**config.mk**
```make
export PLATFORM = sky130hd
export DESIGN_NAME = btn_conditioner
export DESIGN_NICKNAME = d
export VERILOG_FILES = /design/src/rtl/btn_conditioner.sv
export SDC_FILE = /design/constraint.sdc
export NUM_CORES = 1
export LEC_CHECK = 0
export CAP_MARGIN = 10
export CORE_ASPECT_RATIO = 0.9
export CORE_MARGIN = 10
export CORE_UTILIZATION = 62
export DETAILED_ROUTE_END_ITERATION = 8
export PLACE_DENSITY = 0.8
export SKIP_CTS_REPAIR_TIMING = 1
export SLEW_MARGIN = 20
export SYNTH_ARGS = -nofsm -noshare
export SYNTH_HDL_FRONTEND = slang
export SYNTH_SLANG_ARGS = --single-unit
```
**constraint.sdc**
```tcl
create_clock -name clk -period 5 [get_ports clk]
set_input_delay 1 -clock clk [delete_from_list [all_inputs] [get_ports clk]]
set_output_delay 1 -clock clk [all_outputs]
set_load 0.005 [all_outputs]
```
**src/rtl/btn_conditioner.sv**
```systemverilog
// Push-button front end: two-flop synchroniser, per-bit debounce, and registered
// press/release/long/auto-repeat pulses plus an all-buttons chord pulse.
module btn_conditioner #(
  parameter int N_BTN           = 8,
  parameter int DEBOUNCE_CYCLES = 240000,
  parameter int LONG_CYCLES     = 12000000,
  parameter int REPEAT_CYCLES   = 2400000
) (
  input  logic             clk,
  input  logic             rst,
  input  logic [N_BTN-1:0] btn,
  output logic [N_BTN-1:0] btn_level,
  output logic [N_BTN-1:0] btn_press,
  output logic [N_BTN-1:0] btn_release,
  output logic [N_BTN-1:0] btn_long,
  output logic [N_BTN-1:0] btn_repeat,
  output logic             all_press
);

  localparam int DW = $clog2(DEBOUNCE_CYCLES + 1);
  localparam int HW = $clog2(LONG_CYCLES + 1);
  localparam int RW = $clog2(REPEAT_CYCLES + 1);

  localparam logic [DW-1:0] DB_LAST  = DW'(DEBOUNCE_CYCLES - 1);
  localparam logic [HW-1:0] HOLD_MAX = HW'(LONG_CYCLES);
  localparam logic [HW-1:0] HOLD_PRE = HW'(LONG_CYCLES - 1);
  localparam logic [RW-1:0] REP_LAST = RW'(REPEAT_CYCLES - 1);

  logic [N_BTN-1:0] sync_q1;
  logic [N_BTN-1:0] sync_q2;
  logic [N_BTN-1:0] level_next;
  logic [N_BTN-1:0] long_hit;
  logic [N_BTN-1:0] rep_wrap;
  logic [N_BTN-1:0] quiet;
  logic             chord_next;

  // NOTE: sequential state always uses non-blocking assignments so every flop
  // samples the pre-edge value of its neighbours, regardless of statement order.
  always_ff @(posedge clk) begin
    if (rst) begin
      sync_q1 <= '0;
      sync_q2 <= '0;
    end else begin
      sync_q1 <= btn;
      sync_q2 <= sync_q1;
    end
  end

  for (genvar i = 0; i < N_BTN; i++) begin : g_bit
    logic [DW-1:0] db_cnt;
    logic [HW-1:0] hold_cnt;
    logic [RW-1:0] rep_cnt;
    logic          differs;
    logic          rep_active;

    assign differs        = sync_q2[i] != btn_level[i];
    assign level_next[i]  = (differs && db_cnt == DB_LAST) ? sync_q2[i] : btn_level[i];
    // Hold counter is one short of LONG_CYCLES: the long pulse lands this edge.
    assign long_hit[i]    = btn_level[i] && hold_cnt == HOLD_PRE;
    assign rep_active     = btn_level[i] && hold_cnt == HOLD_MAX;
    assign rep_wrap[i]    = rep_active && rep_cnt == REP_LAST;

    // NOTE: the per-bit counters are ordinary registers, not a RAM, so they get
    // a real reset; a reset must never leave a stale debounce or hold count.
    always_ff @(posedge clk) begin
      if (rst) begin
        db_cnt   <= '0;
        hold_cnt <= '0;
        rep_cnt  <= '0;
      end else begin
        if (!differs || db_cnt == DB_LAST) db_cnt <= '0;
        else                               db_cnt <= db_cnt + DW'(1);

        if (!btn_level[i])              hold_cnt <= '0;
        else if (hold_cnt != HOLD_MAX)  hold_cnt <= hold_cnt + HW'(1);

        if (!rep_active || rep_wrap[i]) rep_cnt <= '0;
        else                            rep_cnt <= rep_cnt + RW'(1);
      end
    end
  end

  // Chord suppression follows the level that will be visible alongside the pulse.
  assign chord_next = &level_next;
  assign quiet      = {N_BTN{~chord_next}};

  always_ff @(posedge clk) begin
    if (rst) begin
      btn_level   <= '0;
      btn_press   <= '0;
      btn_release <= '0;
      btn_long    <= '0;
      btn_repeat  <= '0;
      all_press   <= 1'b0;
    end else begin
      btn_level   <= level_next;
      btn_press   <= level_next & ~btn_level;
      btn_release <= ~level_next & btn_level;
      btn_long    <= level_next & long_hit & quiet;
      // Masking with level_next lets a coincident release win over a repeat.
      btn_repeat  <= level_next & (~btn_level | long_hit | rep_wrap) & quiet;
      all_press   <= chord_next & ~(&btn_level);
    end
  end

endmodule

```
# After elaboration in Yosys (flattened, before gate mapping)
# Index checks and enable logic that the tools add are counted.
# totals
reg_bits	569
output_inout_bits	41
wordCells	223
# op_classes
add_sub_neg	24
eq_ne	48
n_mux	8
n_bitwise	21
reduce_logical	90
# ops
operator	count
== test 24 bit, second input constant	16
adder 24 x 1 -> 24 bit, second input constant	8
inequality test 24 bit, second input constant	8
adder 22 x 1 -> 22 bit, second input constant	8
== test 22 bit, second input constant	8
adder 18 x 1 -> 18 bit, second input constant	8
== test 18 bit, second input constant	8
bitwise AND 8 bit	6
OR reduction 2 bit	24
logical AND 1 bit	32
zero test 1 bit	16
logical OR 1 bit	16
inverter 8 bit	2
bitwise OR 8 bit	2
AND reduction 8 bit	2
inverter 1 bit	10
2-to-1 mux 1 bit	8
inequality test 1 bit	8
bitwise AND 1 bit	1

# Depth between registers and ports, before layout
# depth
depth_word	6
mapped_depth	10

# Worst setup path after synthesis
# OpenSTA, ideal clock, no wires.
# synth_path
path_type	reg2reg
from	reg g_bit[6].hold_cnt[14]
to	reg g_bit[6].rep_cnt[17]
setup_ps	62
arrival_ps	2291
path_slack_ps	2647
stages_incl_launch_ff	8
synth_period_minus_slack_ps	2353
path_cell_list	dfxtp_1 or4_1 or4_1 or3_1 buf_6 or3b_4 buf_6 nor2_2
# synth_between
elab_chain_len	5
elab_cells_between_ends	6
# synth_lines
element	line	text
from (decl)	51	logic [HW-1:0] hold_cnt;
from (signal assigned)	75	else if (hold_cnt != HOLD_MAX) hold_cnt <= hold_cnt + HW'(1);
== test 24 bit *	60	assign rep_active = btn_level[i] && hold_cnt == HOLD_MAX;
logical AND 1 bit *	60	
zero test 1 bit / logical AND 1 bit (equally long branches)	77, 61	
logical OR 1 bit *	77	if (!rep_active || rep_wrap[i]) rep_cnt <= '0;
OR reduction 2 bit (no line) *	n/a	
to (signal assigned)	78	else rep_cnt <= rep_cnt + RW'(1);
to (decl)	52	logic [RW-1:0] rep_cnt;
# Mark *: on every way between the ends. The rest lies on a longest branch, timed or not.
# A chain may end at the register's enable or synchronous reset.

# Worst setup path in the final report
# layout_path
from	reg g_bit[4].db_cnt[0]
to	reg btn_repeat[0]
# layout_between
elab_chain_len	6
# layout_lines
element	line	text
from (decl)	50	logic [DW-1:0] db_cnt;
from (signal assigned)	72	else db_cnt <= db_cnt + DW'(1);
== test 18 bit	57	assign level_next[i] = (differs && db_cnt == DB_LAST) ? sync_q2[i] : btn_level[i];
logical AND 1 bit	57	
2-to-1 mux 1 bit	57	
AND reduction 8 bit	84	assign chord_next = &level_next;
inverter 1 bit	85	assign quiet = {N_BTN{~chord_next}};
bitwise AND 8 bit	101	btn_repeat <= level_next & (~btn_level | long_hit | rep_wrap) & quiet;
to (signal assigned)	101	
to (decl)	16	output logic [N_BTN-1:0] btn_repeat,
# No other way between the ends.

==> flow_summary.yaml <==
placed_design:
  dp_slack_ps: 1760
  port_buffers: 50
  dp_hpwl_um: 32600
  dp_cells: 3299
  placed_cell_area_um2: 25200
  place_congestion: 0.856
sta:
  max_clock_freq_mhz: 311
  fin_ws_ps: 1790
  rsz0062_at_grt: "no"
  finalSetupViolCount: 0
  setup_tns_ps: 0
  max_slew.worst_pin.slew_ps: 1030
  period_minus_slack_ps: 3210
  skew_ps: 15.6
  finalMaxSlewViolations: 0
  hold_viol: 0
  finalCritPeriodShare: 0.643
  slew_headroom: 0.315
worst_setup_path:
  cp_data_arrival_time_ps: 3690
  critPathMaxStageDelay_ps: 790
  path_max_fanout: 14
  reg2reg_depth: 7
  crit_path_cell_trace: "ha_1 -> nand2_1 -> or3_1 -> or4_1 -> a22oi_1 -> nand4_1 -> and3b_1"
  crit_required_ps: 5480
  path_class: "reg2reg"
  cp_slowest_cell: "nand4_1"
  rrSetupSlack_ps: 1790
  critPathCaptureType: "flip-flop"
  setup.worst_path.start_class: "flip-flop"
finish:
  finalNonFillerCells: 3402
  fin_area_um2: 27200
  nNetsFinal: 2874
  fill_cells: 2919
  antenna_cells: 0
  syn_to_final_growth_pct: 11.9
  drive_above_1_share: 0.0469
logic_synthesis:
  synthDistinctLibCells: 54
  yosys_warnings: 0
  netlist_instances: 2789
  ys_top_cells_by_area: "dfxtp_1 (47%), xor2_1 (9.6%), nor2_1 (8.7%)"
  ys_seq_elements: 569
  netlist_area_um2: 24300
  synthFlopType: "dfxtp_1"
  ys_seq_area_frac: 0.469
  synth_top_cell_area_share: 0.469
  synth-edff-count: 0
  async_flop_share: 0
  synth_top_cell_by_area: "dfxtp_1"
  avgSynthCellArea_um2: 8.71
  synth_fp_nets: 2831
global_route:
  grt_max_degree: 36
  use_met2: 0.327
  grt_busiest_layer: "met2"
  grt_overflow: 0
  grt_pass1_wl_um: 82100
  met1_usage: 0.252
  antenna_found_initial: 0
  first_global_vias: 18200
  use_met3: 0.0318
  grt_usage: 0.195
floorplan:
  fp.dieW_um: 229
  initial_core_util: 0.630
  die_h_um: 208
  dieArea_um2: 47500
  core_area_um2: 38500
  ios: 51
  std_cell_rows: 68
power:
  fin_total_pwr_w: 0.00901
  p_leak_nw: 8.59
  irDropWorstVdd_uv: 271
  powerDensity_nw_per_um2: 331
clocking:
  path_clk_slew_ps: 60
  h-tree-depth: 2
  cts-root-buf: "clkbuf_16"
  cts.sinks: 569
  cts_buffer_depth: 3
  clk_latency_ps: 600
  cts_inserted_buffers: 56
  cts_tree: "yes"
min_path:
  hp-class: "reg2reg"
  whs_path_depth: 1
job:
  max_cap_viol_count: 0
detailed_routing:
  routed_wl_um: 47800
  dr.pass1.iters: 5
  post_drt_via_cell_ratio: 5.52
  vias: 18800
  drc: 0
  drtAntennaViolNets: 0
  drt_iter0_markers: 1099
  avgRoutedWirePerCell_um: 14.1
run_status:
  run_status: "completed"
## flip-flops by register name, indices dropped and copies added (netlist names)
name            cells
btn_press           8
btn_repeat          8
all_press           1
btn_release         8
sync_q1             8
sync_q2             8
btn_level           8
g_bit.db_cnt      144
g_bit.rep_cnt     176
g_bit.hold_cnt    192
btn_long            8
## where the power goes
group          switching [W]  internal (W)
clock network        0.00172       0.00270
registers         0.00000696       0.00454
logic              0.0000214     0.0000148
## Yosys cell counts, types with 8 or more instances
cell      instances
nor4b_1          14
a21oi_1          55
nor4_1           31
clkbuf_1         64
nand2_1         189
nand4_1         109
nor2_2           10
nor2_1          561
nor3_1           70
nand4b_1          9
xor2_1          265
nor4bb_1          9
ha_1             32
nand3_1         191
nand3b_1         10
and2_1           14
dfxtp_1         569
nor2b_1          23
or4_1             8
and3_1           91
inv_1            61
o21ai_0          50
xnor2_1         165
or3_1            60
nand2b_1         25
and4_1           28
## worst max-delay path: cells and delay by family (launching register included)
family	cells	cell delay, ps
fa+ha+maj	1	210
flops	1	360
simple gates	5	2310
compound gates	1	220
## routing by layer
layer / vias up / routed length [µm]
met5: - / 0
met1: 8855 / 22500
met3: 72 / 2090
li1: 9531 / -
met4: 0 / 1060
met2: 318 / 22200
## cells in the final DEF (no fill, tap or decap), drive strengths merged, types with 61 or more instances in the layout
master    n
and3     91
clkbuf   84
dfxtp   569
inv      61
nand2   189
nand3   191
nand4   109
nor2    571
nor3     70
xnor2   165
xor2    265
## cell type report
type | instances | area (µm²) | area share
Clock buffer | 84 | 1670 | 0.0614
Clock inverter | 19 | 295 | 0.0109
Timing Repair Buffer | 59 | 576 | 0.0212
Multi-Input combinational cell | 2085 | 12400 | 0.455
Sequential cell | 569 | 11400 | 0.419
Inverter | 61 | 229 | 0.00843
Tap cell | 525 | 657 | 0.0242
## kinds of logic after synthesis
| family | synth area share |
|---|---|
| AO/OA/AOI/OAI | 0.0271 |
| buffers and inverters | 0.0218 |
| XOR/XNOR | 0.155 |
| flip-flops | 0.469 |
| AND/OR/NAND/NOR | 0.307 |
| multiplexers | 0.00340 |
| adder cells (fa/ha/maj) | 0.0165 |
## through the flow
stage	utilization	hold WS, ps
final	0.705	437
after global routing	0.705	463
after CTS	0.705	442
after detailed placement	0.654	428
after global placement	0.654	419
after floorplan	-	413
## path summary, 6_finish.rpt
| path | from | to |
|---|---|---|
| setup reg to reg | g_bit[4].db_cnt[0] | btn_repeat[0] |
| hold reg to reg | sync_q1[4] | sync_q2[4] |
| hold / removal | sync_q1[4] | sync_q2[4] |
| setup / recovery | g_bit[4].db_cnt[0] | btn_repeat[0] |
No activity file was read; power rests on OpenSTA's default activity.
